===== src/rtl/ram_access_ctrl.sv =====
// ram_access_ctrl: sequenced initiator for the 256-byte RAM bus (setup, strobe, wait, capture).
// Define RAM_ALIGN_CHECK_EN to reject misaligned halfword/word requests without touching the bus.
module ram_access_ctrl #(
    parameter int READ_LAT    = 2,
    parameter int MOC_TIMEOUT = 15
) (
    input  logic        clk_i,
    input  logic        reset_i,
    input  logic        req_i,
    input  logic        req_wr_i,
    input  logic [1:0]  req_mode_i,
    input  logic        req_signed_i,
    input  logic [7:0]  req_addr_i,
    input  logic [31:0] req_wdata_i,
    output logic        busy_o,
    output logic        done_o,
    output logic        err_o,
    output logic [31:0] rdata_o,
    output logic [7:0]  ram_addr_o,
    output logic [31:0] ram_data_o,
    output logic        ram_w_r_o,
    output logic        ram_enable_o,
    output logic [1:0]  ram_mode_o,
    input  logic        ram_moc_i,
    input  logic [31:0] ram_rdata_i
);
    localparam int CW = $clog2((READ_LAT > MOC_TIMEOUT ? READ_LAT : MOC_TIMEOUT) + 1);

    typedef enum logic [1:0] {IDLE, SETUP, ACCESS, DONE} state_t;

    state_t        state_q, state_d;
    logic          wr_q, wr_d;
    logic [1:0]    mode_q, mode_d;
    logic          signed_q, signed_d;
    logic [7:0]    addr_q, addr_d;
    logic [31:0]   wdata_q, wdata_d;
    logic [CW-1:0] cnt_q, cnt_d;
    logic          en_q, en_d;
    logic          err_q, err_d;
    logic [31:0]   rdata_q, rdata_d;
    logic          bad, rd_last, wr_ok, wr_to;
    logic [31:0]   ext;

`ifdef RAM_ALIGN_CHECK_EN
    assign bad = (req_mode_i == 2'b11) || (req_mode_i == 2'b01 && req_addr_i[0])
              || (req_mode_i == 2'b10 && req_addr_i[1:0] != 2'b00);
`else
    assign bad = req_mode_i == 2'b11;
`endif

    assign ext = mode_q == 2'b00 ? {{24{signed_q & ram_rdata_i[7]}}, ram_rdata_i[7:0]}
               : mode_q == 2'b01 ? {{16{signed_q & ram_rdata_i[15]}}, ram_rdata_i[15:0]}
               : ram_rdata_i;
    assign rd_last = state_q == ACCESS && !wr_q && cnt_q == CW'(READ_LAT);
    // moc only counts once the strobe is actually up
    assign wr_ok   = state_q == ACCESS && wr_q && en_q && ram_moc_i;
    assign wr_to   = state_q == ACCESS && wr_q && cnt_q == CW'(MOC_TIMEOUT);

    always_comb begin
        state_d  = state_q;
        wr_d     = wr_q;
        mode_d   = mode_q;
        signed_d = signed_q;
        addr_d   = addr_q;
        wdata_d  = wdata_q;
        cnt_d    = cnt_q;
        err_d    = 1'b0;
        rdata_d  = rdata_q;
        unique case (state_q)
            IDLE: if (req_i) begin
                wr_d     = req_wr_i;
                mode_d   = req_mode_i;
                signed_d = req_signed_i;
                addr_d   = req_addr_i;
                wdata_d  = req_wdata_i;
                state_d  = bad ? DONE : SETUP;
                err_d    = bad;
            end
            SETUP: begin
                cnt_d   = '0;
                state_d = ACCESS;
            end
            ACCESS: begin
                cnt_d = cnt_q + CW'(1);
                if (rd_last) begin
                    rdata_d = ext;
                    state_d = DONE;
                end else if (wr_ok) begin
                    state_d = DONE;
                end else if (wr_to) begin
                    state_d = DONE;
                    err_d   = 1'b1;
                end
            end
            DONE: state_d = IDLE;
            default: state_d = IDLE;
        endcase
        // strobe rises one cycle into ACCESS and falls as DONE is entered
        en_d = state_q == ACCESS && state_d == ACCESS;
    end

    always_ff @(posedge clk_i or posedge reset_i) begin
        if (reset_i) begin
            state_q  <= IDLE;
            wr_q     <= 1'b0;
            mode_q   <= 2'b10;
            signed_q <= 1'b0;
            addr_q   <= '0;
            wdata_q  <= '0;
            cnt_q    <= '0;
            en_q     <= 1'b0;
            err_q    <= 1'b0;
            rdata_q  <= '0;
        end else begin
            state_q  <= state_d;
            wr_q     <= wr_d;
            mode_q   <= mode_d;
            signed_q <= signed_d;
            addr_q   <= addr_d;
            wdata_q  <= wdata_d;
            cnt_q    <= cnt_d;
            en_q     <= en_d;
            err_q    <= err_d;
            rdata_q  <= rdata_d;
        end
    end

    assign busy_o       = state_q != IDLE;
    assign done_o       = state_q == DONE;
    assign err_o        = err_q;
    assign rdata_o      = rdata_q;
    assign ram_addr_o   = addr_q;
    assign ram_data_o   = wdata_q;
    assign ram_w_r_o    = ~wr_q;
    assign ram_enable_o = en_q;
    assign ram_mode_o   = mode_q;
endmodule


===== config.mk =====
export PLATFORM = sky130hd
export DESIGN_NAME = ram_access_ctrl
export DESIGN_NICKNAME = d
export VERILOG_FILES = /design/src/rtl/ram_access_ctrl.sv
export SDC_FILE = /design/constraint.sdc
export NUM_CORES = 1
export LEC_CHECK = 0
export ABC_AREA = 1
export ABC_CLOCK_PERIOD_IN_PS = 2800
export CAP_MARGIN = 20
export CORE_ASPECT_RATIO = 2
export CORE_MARGIN = 2
export CORE_UTILIZATION = 38
export DETAILED_ROUTE_END_ITERATION = 10
export GPL_TIMING_DRIVEN = 0
export PLACE_DENSITY = 0.74
export SLEW_MARGIN = 5
export SYNTH_ARGS = -nofsm -noshare
export SYNTH_HDL_FRONTEND = slang
export SYNTH_SLANG_ARGS = --single-unit

===== constraint.sdc =====
create_clock -name clk_i -period 2.8 [get_ports clk_i]
set_input_delay 0.56 -clock clk_i [delete_from_list [all_inputs] [get_ports clk_i]]
set_output_delay 0.56 -clock clk_i [all_outputs]
set_load 0.02 [all_outputs]

### Word-level counts from Yosys, hierarchy flattened

Cells that the tools add are included.

* register bits: 84
* input bits: 80
* output and inout bits: 79
* logic and storage cells: 50

* add/subtract/negate cells: 1
* eq/ne operators: 8
* mux-type cells: 14
* bitwise logic cells: 3
* reductions and logical operators: 14

Operators by type and width (number)
* $mux 32: 2
* $mux 2: 5
* $eq 2x2->1 const B: 4
* $pmux 2 s4: 1
* $pmux 4 s2: 1
* $logic_and 1x1->1: 7
* $add 4x1->4 const B: 1
* $eq 2x1->1 const B: 2
* $eq 4x2->1 const B: 1
* $eq 4x4->1 const B: 1
* $logic_not 2->1: 2
* $mux 1: 4
* $reduce_and 2->1: 2
* $reduce_bool 2->1: 2
* $and 1x1->1: 2
* $pmux 1 s2: 1
* $logic_not 1->1: 1
* $not 1->1: 1

### Logic depth before layout (Yosys ltp)

* depth in word-level cells: 9
* depth in mapped cells: 9
* depth with buffers taken out: 9

### Worst setup path after synthesis

No wires, ideal clock.

* path kind: register -> register
* start: reg state_q[0]
* end: reg rdata_q[16], in the netlist rdata_o[16]
* setup time: 0.124 ns
* data arrival time: 1.446 ns
* data required time: 2.676 ns
* slack: 1.231 ns
* stages on the path, launching flop included: 9
* buffers on the path: 1
* period minus slack after synthesis: 1.569 ns
* cells stage by stage: dfrtp_1 > inv_1 > ha_1 > inv_2 > nor2_4 > nand3_4 > nor2_4 > buf_6 > a21oi_2

* cells in the longest elaborated chain, start to end: 4

RTL lines
* from (decl): RTL line 31 `state_t state_q, state_d;`
* from (signal assigned): RTL line 115 `state_q <= state_d;`
* $eq 2x2->1 *: RTL line 54, 69
* $logic_and 1x1->1 (2 in a row): RTL line 54 `assign rd_last = state_q == ACCESS && !wr_q && cnt_q == CW'(READ_LAT);`
* $reduce_and 2->1 (no source line) *
* to (signal assigned): RTL line 124 `rdata_q <= rdata_d;`
* to (decl): RTL line 40 `logic [31:0] rdata_q, rdata_d;`

Every way passes the cells marked *; elsewhere a longest branch is shown, timed or not.
A chain may end at the register's enable or synchronous reset.

### Worst setup path in the final report

* start: reg state_q[0]
* end: out busy_o

* cells in the longest elaborated chain, start to end: 1

RTL lines
* $reduce_bool 2->1: RTL line 128 `assign busy_o = state_q != IDLE;`
* to (decl): RTL line 15 `output logic busy_o,`

No other way between the ends.

==> summary.md <==
| Metric | Value |
|---|---|
| Worst Hold End | `ram_data_o[7]` |
| Net Sw Power | `2.63 mW` |
| Max VDD drop | `0.589 mV` |
| I/O Pins | `~160` |
| Dpl cells | `652` |
| NumNets Final | `644` |
| Final worst slack | `0.451 ns` |
| Number of post-CTS setup repair buffers | `0` |
| Synth cell types | `27` |
| Hold slack final | `about 0.48 ns` |
| Detailed-router iteration count before antenna repair | `6` |
| Die Wd | `72.4 um` |
| Grt ovf | `0` |
| Mapped Area | `approximately 0.0036 sq mm` |
| Core footprint | `0.00926 sq mm` |
| Gr usage total | `19.5%` |
| Top post-synthesis cells by area | `dfrtp_1, nand2_1, a21oi_1` |
| Synth Register Bits | `84` |
| Antenna Diode Count | `0` |
| Leak Pwr | `2.55 nW` |
| CTS hold repair buffers | `0` |
| Most area-hungry cell type in the Yosys netlist | `dfrtp_1` |
| Share of cells above drive strength 1 | `7.45%` |
| CP max FO | `5` |
| Pre-CTS setup slack | `0.636 ns` |
| Clock Latency Late Sink | `approximately 0.33 ns` |
| # rows | `50` |
| Root Driver | `clkbuf_16` |
| Power density over the cells | `1180 mW/mm^2` |
| Power Internal | `3.92 mW` |
| Mapped Cells | `389` |
| Final slew viol count | `0` |
| Period utilization | `83.9%` |
| Top cell type's share of synthesized area | `58.4%` |
| Clock sink total | `84` |
| Routability cong. | `0.779` |
| CP Class | `flop to primary output` |
| DR vias | `3220` |
| CTS H-tree lvls | `3` |
| Final core occ | `60.2%` |
| Number of global-route vias before repair | `3390` |
| Design area | `between 0.005 and 0.006 sq mm` |
| Worst reg-to-reg setup slack | `0.96 ns` |
| Min-Delay Path Depth | `2` |
| Pin count of the biggest net entering global routing | `49` |
| Logic pwr share | `51.0%` |
| RSZ-0062 raised after global routing | `false` |
| Fillers | `roughly 830` |
| Syn nets | `474` |
| Slew @ Worst Pin | `0.483 ns` |
| Clock Pin Slew Worst Setup and Hold Paths | `0.06 ns` |
| Die area | `0.0102 sq mm` |
| CP endpoint kind | `primary output` |
| Initial Util | `38.4%` |
| Worst Setup Start Kind | `flop` |
| CTS Buffer Depth | `2` |
| Worst r2r dst | `rdata_o[20]` |
| Hold crit path type | `flop to flop` |
| Setup Skew | `roughly 0.0070 ns` |
| Reg2Reg Depth | `8` |
| Fmax | `roughly 430 MHz` |
| Inserted Clock Buffers | `9` |
| WP data arrival | `1.79 ns` |
| Final setup viols | `0` |
| Area grow syn2layout | `56.6%` |
| Max-cap violations | `0` |
| Initial antenna violation count | `0` |
| Starting DRT DRC Count | `87` |
| Syn. warnings | `0` |
| Mapped Avg Cell Area | `a little over 9 sq um` |
| Max-slew headroom | `67.8%` |
| First-pass GRT wire length | `15700 um` |
| Status | `finished, final reports clean` |
| Worst r2r src | `state_q[0]` |
| Seq/Total Area, Yosys | `59.1%` |
| Setup TNS | `0 ns` |
| Fin cells | `668` |
| Sequential Power Share | `32.6%` |
| Port bufs | `between 150 and 200` |
| Dpl hpwl | `~7300 um` |
| DRT Wirelength | `roughly 9500 um` |
| Final Hold Fails | `0` |
| Power consumption | `6.55 mW` |
| Vias per cell | `4.82` |
| Sw Share | `approximately two fifths` |
| HP Start | `ram_data_o[7]` |
| Wire per inst | `14.2 um` |
| CTS tree | `built` |
| Clock power frac | `16.4%` |
| Post-layout minimum cycle time | `2.35 ns` |
| Cts repair resizes | `0` |
| Die Y | `141 um` |
| Antenna Violating Nets Remaining | `0` |
| Area after DPL | `0.00530 sq mm` |
| Req. time, crit path | `2.24 ns` |
| DRC viols | `0` |
## per-layer routing
layer | GRT usage (%) | up-vias | wire length [um]
li1 | - | 1593 | -
met1 | 21.1 | 1500 | 3470
met2 | 35.4 | 109 | 5270
met3 | 4.07 | 18 | 467
met4 | 8.67 | 0 | 248
met5 | 0 | - | 0
## placed cells by master, fill, tap and decap left out
cell             instances
a211oi_1                 1
a21boi_0                 1
a21oi_1                 33
a21oi_2                 10
a31oi_1                 16
buf_16                   1
buf_2                    4
buf_6                    2
clkbuf_1                17
clkbuf_16                9
clkbuf_8                 1
clkdlybuf4s50_1        158
clkinv_4                 1
clkinvlp_4               3
dfrtp_1                 83
dfstp_2                  1
ha_1                     5
inv_1                   20
inv_2                    2
inv_4                    1
nand2_1                151
nand2_4                  1
nand3_1                  2
nand3_4                  1
nor2_1                  10
nor2_2                   1
nor2_4                   2
nor3_1                   1
nor3_4                   2
nor4_1                   1
o21ai_0                  8
o21ai_1                 13
o22ai_1                  2
## power by group through the flow
stage | combinational [mW] | sequential, mW | clock (mW)
after CTS | 3.39 | 2.14 | 1.11
final | 3.34 | 2.13 | 1.07
after detailed placement | 3.37 | 2.15 | 0
after global routing | 3.65 | 2.20 | 1.15
after floorplan | 1.17 | 2.76 | 0
after global placement | 3.30 | 2.13 | 0
## Yosys cell counts
master and instances:
nand2_1 151, a31oi_1 16, nor2_1 10, dfrtp_1 83, nand3_1 2, nor2_4 2, clkbuf_1 14, a21boi_0 1
nor3_1 1, buf_6 2, inv_2 2, nand2_4 1, clkinv_4 1, nor2_2 1, o22ai_1 2, nor3_4 2
nor4_1 1, nand3_4 1, buf_2 4, ha_1 5, inv_1 21, o21ai_0 8, dfstp_2 1, o21ai_1 13
a21oi_1 33, a211oi_1 1, a21oi_2 10
## kinds of logic (layout without fill, tap and decap cells)
group                    count (synthesis)  in the layout  synth area share [%]
AND/OR/NAND/NOR                        172            172                  20.1
adder cells (fa/ha/maj)                  5              5                  1.76
AO/OA/AOI/OAI                           84             84                  13.6
flip-flops                              84             84                  59.1
buffers and inverters                   44            219                  5.35
## registers in the layout, summed over array words and instances, names as in the netlist, 2 cells and up
register    flops
cnt_q           4
ram_addr_o      8
ram_data_o     32
ram_mode_o      2
rdata_o        32
state_q         2
## worst max-delay path: stages, from the launching register on
cell and delay, ns:
dfrtp_1 0.38, inv_1 0.08, ha_1 0.25, inv_1 0.12
clkdlybuf4s50_1 0.63
## layout make-up
| type | instances | area, sq um | share of cell area (%) |
|---|---|---|---|
| multi-input combinational | 261 | 1260 | 22.7 |
| timing repair buffer | 159 | 1610 | 28.9 |
| buffer | 20 | 95.1 | 1.71 |
| sequential | 84 | 2100 | 37.7 |
| clock buffer | 13 | 250 | 4.49 |
| clock inverter | 3 | 22.5 | 0.404 |
| tap | 104 | 130 | 2.34 |
| inverter | 24 | 97.6 | 1.75 |
## how the worst max path moves through the flow
stage	start	endpoint	slack [ns]	cells after the start
final	state_q[0]	busy_o	0.45	4
after floorplan	reset_i	cnt_q[0]	0.08	1
after global placement	reset_i	rdata_o[28]	-1.24	2
after CTS	state_q[0]	busy_o	0.43	4
after global routing	state_q[0]	busy_o	0.38	4
after detailed placement	ram_rdata_i[15]	rdata_o[18]	0.64	6
(Power assumes the default switching activity.)
